## src/rtl/object_sprite_mem.sv

```systemverilog
`default_nettype none
// ============================================================================
// Module   : object_sprite_mem
// Purpose  : Sprite store plus raster reader. On start, streams every pixel
//            of the selected animation frame in raster order over a
//            valid/ready handshake, with x/y offsets and a last flag.
// Options  : OBJECT_MEM_WRITE_EN adds a write port (simple dual-port memory).
// Revision : 1.0 - initial release
// ============================================================================
module object_sprite_mem #(
   parameter int n         = 3,
   parameter int XB        = 3,
   parameter int YB        = 3,
   parameter int FB        = 1,
   parameter     INIT_FILE = "object_160_12.mif"
) (
   input  logic                clock,
   input  logic                resetn,
   input  logic                start,
   input  logic [FB-1:0]       frame,
   input  logic                ready,
   output logic                busy,
   output logic                valid,
   output logic [XB-1:0]       x_off,
   output logic [YB-1:0]       y_off,
   output logic [n-1:0]        color,
   output logic                last,
   output logic                done
`ifdef OBJECT_MEM_WRITE_EN
   ,
   input  logic                wr_en,
   input  logic [FB+YB+XB-1:0] wr_addr,
   input  logic [n-1:0]        wr_data
`endif
);

   localparam int c_PB    = XB + YB;
   localparam int c_AW    = FB + c_PB;
   localparam int c_DEPTH = 1 << c_AW;

   typedef enum logic [1:0] {
      S_IDLE   = 2'd0,
      S_PRIME  = 2'd1,
      S_STREAM = 2'd2,
      S_DONE   = 2'd3
   } state_t;

   state_t            r_state;
   logic [FB-1:0]     r_frame;
   logic [c_PB-1:0]   r_cnt;
   logic [c_PB-1:0]   w_cnt_next;
   logic [c_AW-1:0]   w_rd_addr;
   logic              r_busy;
   logic              r_valid;
   logic              r_last;
   logic              r_done;
   logic [n-1:0]      r_color;

   logic              w_wr_en;
   logic [c_AW-1:0]   w_wr_addr;
   logic [n-1:0]      w_wr_data;

   (* ram_init_file = INIT_FILE *)
   logic [n-1:0]      r_mem [c_DEPTH];

`ifdef OBJECT_MEM_WRITE_EN
   assign w_wr_en   = wr_en;
   assign w_wr_addr = wr_addr;
   assign w_wr_data = wr_data;
`else
   // Without the write option the array is a pure ROM; the write path folds away.
   assign w_wr_en   = 1'b0;
   assign w_wr_addr = '0;
   assign w_wr_data = '0;
`endif

   // Pixel counter for the next cycle; it also addresses the memory so that the
   // registered colour always lines up with the registered offsets.
   always_comb begin
      w_cnt_next = r_cnt;
      case (r_state)
         S_IDLE:   if (start) w_cnt_next = '0;
         S_STREAM: if (ready) w_cnt_next = r_cnt + c_PB'(1);
         default:  w_cnt_next = r_cnt;
      endcase
   end

   assign w_rd_addr = {r_frame, w_cnt_next};

   // Write port; a same-cycle read of the written word still sees old data.
   always_ff @(posedge clock) begin
      if (w_wr_en)
         r_mem[w_wr_addr] <= w_wr_data;
   end

   // Synchronous read: colour is valid the cycle after the address is presented.
   always_ff @(posedge clock or negedge resetn) begin
      if (!resetn)
         r_color <= '0;
      else
         r_color <= r_mem[w_rd_addr];
   end

   // Control FSM with registered handshake and status outputs.
   always_ff @(posedge clock or negedge resetn) begin
      if (!resetn) begin
         r_state <= S_IDLE;
         r_frame <= '0;
         r_cnt   <= '0;
         r_busy  <= 1'b0;
         r_valid <= 1'b0;
         r_last  <= 1'b0;
         r_done  <= 1'b0;
      end else begin
         r_cnt <= w_cnt_next;
         case (r_state)
            S_IDLE: begin
               if (start) begin
                  r_frame <= frame;
                  r_busy  <= 1'b1;
                  r_state <= S_PRIME;
               end
            end
            S_PRIME: begin
               r_valid <= 1'b1;
               r_last  <= &w_cnt_next;
               r_state <= S_STREAM;
            end
            S_STREAM: begin
               if (ready) begin
                  if (r_last) begin
                     // Final pixel accepted; the counter has wrapped to zero.
                     r_valid <= 1'b0;
                     r_last  <= 1'b0;
                     r_done  <= 1'b1;
                     r_state <= S_DONE;
                  end else begin
                     r_last  <= &w_cnt_next;
                  end
               end
            end
            S_DONE: begin
               r_done  <= 1'b0;
               r_busy  <= 1'b0;
               r_state <= S_IDLE;
            end
            default: r_state <= S_IDLE;
         endcase
      end
   end

   assign busy  = r_busy;
   assign valid = r_valid;
   assign last  = r_last;
   assign done  = r_done;
   assign color = r_color;
   assign x_off = r_cnt[XB-1:0];
   assign y_off = r_cnt[c_PB-1:XB];

endmodule
`default_nettype wire

```

## config.mk

```make
export PLATFORM = sky130hd
export DESIGN_NAME = object_sprite_mem
export DESIGN_NICKNAME = d
export VERILOG_FILES = /design/src/rtl/object_sprite_mem.sv
export SDC_FILE = /design/constraint.sdc
export NUM_CORES = 1
export LEC_CHECK = 0
export BUFFER_PORTS_ARGS = -buffer_cell sky130_fd_sc_hd__buf_4
export CAP_MARGIN = 5
export CORE_MARGIN = 1
export CORE_UTILIZATION = 50
export CTS_CLUSTER_DIAMETER = 120
export CTS_CLUSTER_SIZE = 8
export DETAILED_ROUTE_END_ITERATION = 7
export PLACE_DENSITY = 0.86
export SYNTH_ARGS = -nofsm -noshare
export SYNTH_HDL_FRONTEND = slang
export SYNTH_SLANG_ARGS = --single-unit
```

## constraint.sdc

```tcl
create_clock -name clock -period 2.2 [get_ports clock]
set_input_delay 0.33 -clock clock [delete_from_list [all_inputs] [get_ports clock]]
set_output_delay 0.33 -clock clock [all_outputs]
set_load 0.01 [all_outputs]
```

==> reports/results.md <==
## Layout
* 99 — Final nets
* 0 — number of diodes
* 114 — number of inserted filler cells in the final layout
* 863 sq um — final cell area excluding filler cells
* 0.299 — share of layout cells above drive strength 1
* 19.8% — area growth from synthesis to layout

## STA
* 0 ns — Total Neg Setup Slack
* 0 — total count of max-transition violations in the final report
* 531 MHz — highest achievable clock rate
* 0.856 — ratio of final minimum period to clock period
* 1.88 ns — final critical delay including setup and external delays
* 0 — count of endpoints failing hold in the final timing report
* false — setup repair after global routing missed its margin
* 0 — count of endpoints failing setup in the final report
* 0.00711 ns — Worst Skew

## Synth
* dfrtp_1 — dominant cell type by area after synthesis
* 0.417 — portion of synthesized cell area occupied by the leading cell type
* dfrtp_1 — most frequently used cell type in the post-synthesis netlist
* 1.00 — fraction of synthesis flops using an asynchronous set or reset pin
* 0 — total number of yosys warnings
* dfrtp_1, nand2_1, a21oi_1, ha_1, o21ai_0 — top cells by instance count after synthesis
* dfrtp_1, ha_1, nand2_1, a21oi_1, a311oi_4 — most area-consuming cells after synthesis
* 0 — number of enable flip-flop cells after synthesis
* 10.2 sq um — synthesized area divided by synthesized cell count
* 71 — Syn Inst Count
* 27 — distinct cell type count after synthesis
* 12 — post-synthesis register bit count
* 721 sq um — area of the mapped netlist
* 0.417 — share of synthesized area occupied by flip-flops and latches
* dfrtp_1 — top_reg_cell synth

## Floorplanning
* 13 — number of core rows
* 1600 sq um — area enclosed by the die boundary
* 1320 sq um — core region area
* 18 — I/O pin total
* 0.547 — starting utilization of the core area
* 40.0 microns — chip height
* 40.0 microns — Die X-Extent

## Global routing
* 0 — total grt overflow
* 0.0333 — global-route track usage on met3
* 527 — vias in the first global route
* 0.204 — Global Route Usage Sum
* 0.371 — met2 Track Usage GR
* 2.13 mm — global-route wire length before repair
* 0 — antenna violations before repair
* met2 — most used routing layer
* 0.225 — met1 capacity usage during global routing
* 14 — pin count of the biggest net entering global routing

## Detailed routing
* 0 — DRC violations left
* 561 — number of vias after detailed routing
* 5.50 — routed via count divided by cell count
* 0 — number of antenna-violating nets in the routed design
* 1.38 mm — overall routed net length
* 4 — first-pass iteration count of the detailed router
* 14 — Initial DRC Count
* 13.6 microns — detail-routed net length per standard cell

## Pwr
* 1030 nW/um^2 — areal power density over the cells
* 0.718 mV — peak ir drop on the vdd network
* 0.423 nW — leakage power

## CTS
* 1 — CTS H-Tree Depth
* yes — clock tree from TritonCTS
* 0 — post-cts repair resize count
* 3 — TritonCTS buffer count
* 0.08 ns — clock-pin transition on the worst setup and hold timing paths
* 0.28 ns — source-to-sink clock delay at the later pin of the worst-skew pair
* clkbuf_4 — clock tree root driver cell
* 12 — Clock Sinks
* 2 — maximum count of clock buffers along a single path

## Hold path
* 3 — WHS Path Cells
* primary input to flip-flop — path type of the worst min-delay path

## Placed design
* 13 — port bufs
* 817 sq um — Placed Instance Area
* 0.705 — final estimated routing congestion in global placement
* 1.06 mm — hpwl dp

## Critical path
* 13 — critical-path maximum fanout
* flip-flop — sort of element at the start of the critical path
* 2.38 ns — Required @ worst endpoint
* 2.07 ns — WP data arrival
* 7 — depth of the worst register-to-register path
* 0.32 ns — internal reg-to-reg setup slack
* flip-flop to flip-flop — critical path class
* flip-flop — Critical Path End Type

## Run status
* finished, final reports clean — status

## Flow run
* 0 — maxcap violations

## layout make-up
type | instances | area [sq um] | area share
clock buffer | 4 | 36.3 | 0.0420
inverter | 4 | 15.0 | 0.0174
timing repair buffer | 14 | 108 | 0.125
sequential | 12 | 300 | 0.348
multi-input combinational | 53 | 385 | 0.446
tap | 15 | 18.8 | 0.0217
## per-layer routing
metal  vias to the layer above  part of all wire
met5                         -                 0
met4                         0             0.011
met3                         4             0.039
met2                        16              0.50
met1                       264              0.45
li1                        277                 -
## flip-flops by register name, indices dropped and copies added (netlist names)
signal / flops
last: 1
r_state: 2
r_cnt: 6
busy: 1
valid: 1
done: 1
## cells in the final DEF, fill, tap and decap left out, types with 2 or more instances in the layout
cell       n
a21oi_1    6
a22o_1     2
buf_4     13
clkbuf_4   3
conb_1     3
dfrtp_1   12
ha_1       6
inv_1      4
nand2_1   10
nand4_1    2
nor2_1     3
o21ai_0    5
xnor2_1    2
## through the flow
step	hold WS (ns)	cells	total power, mW	setup slack [ns]	util
global route	0.377	102	0.963	0.171	0.655
CTS	0.354	102	0.895	0.297	0.655
detailed placement	0.176	97	0.718	0.330	0.620
global placement	0.176	97	0.699	0.352	0.620
floorplan	0.0344	73	0.606	0.588	-
finish	0.353	102	0.892	0.317	0.655
## critical path, cell delays in order, from the launching register on
cell and delay [ns]:
dfrtp_1 0.41, inv_1 0.10, ha_1 0.36, nand2_1 0.18, nor2_2 0.07, a311oi_4 0.33, nand4_2 0.12, o31ai_2 0.23
## logic make-up (layout without fill, tap and decap cells)
kind of cell / after synthesis / in the layout / synth area share
AO/OA/AOI/OAI: 20 / 20 / 0.222
AND/OR/NAND/NOR: 20 / 20 / 0.141
flip-flops: 12 / 12 / 0.417
buffers and inverters: 8 / 22 / 0.0590
adder cells (fa/ha/maj): 6 / 6 / 0.104
XOR/XNOR: 3 / 3 / 0.0365
other: 1 / 3 / 0.00520
multiplexers: 1 / 1 / 0.0156
## final timing paths
check | startpoint | endpoint
hold reg to reg | busy$_DFFE_PN0P_ | busy$_DFFE_PN0P_
max in group asynchronous | resetn | r_state[0]$_DFFE_PN0P_
setup / recovery | r_state[0]$_DFFE_PN0P_ | last$_DFFE_PN0P_
min in group asynchronous | resetn | r_state[1]$_DFFE_PN0P_
setup reg to reg | r_state[0]$_DFFE_PN0P_ | last$_DFFE_PN0P_
hold / removal | start | busy$_DFFE_PN0P_
## repair_timing
item                      4_1_cts  5_1_grt
hold buffers                    1        0
hold endpoints to repair       12        0
buffers inserted                0        0
## power breakdown
group	switching (mW)	internal, mW	total, mW
clock	0.0775	0.101	0.178
sequential	0.0495	0.271	0.321
combinational	0.228	0.165	0.393
total	0.355	0.537	0.892
Power figures use the tool's default switching activity.
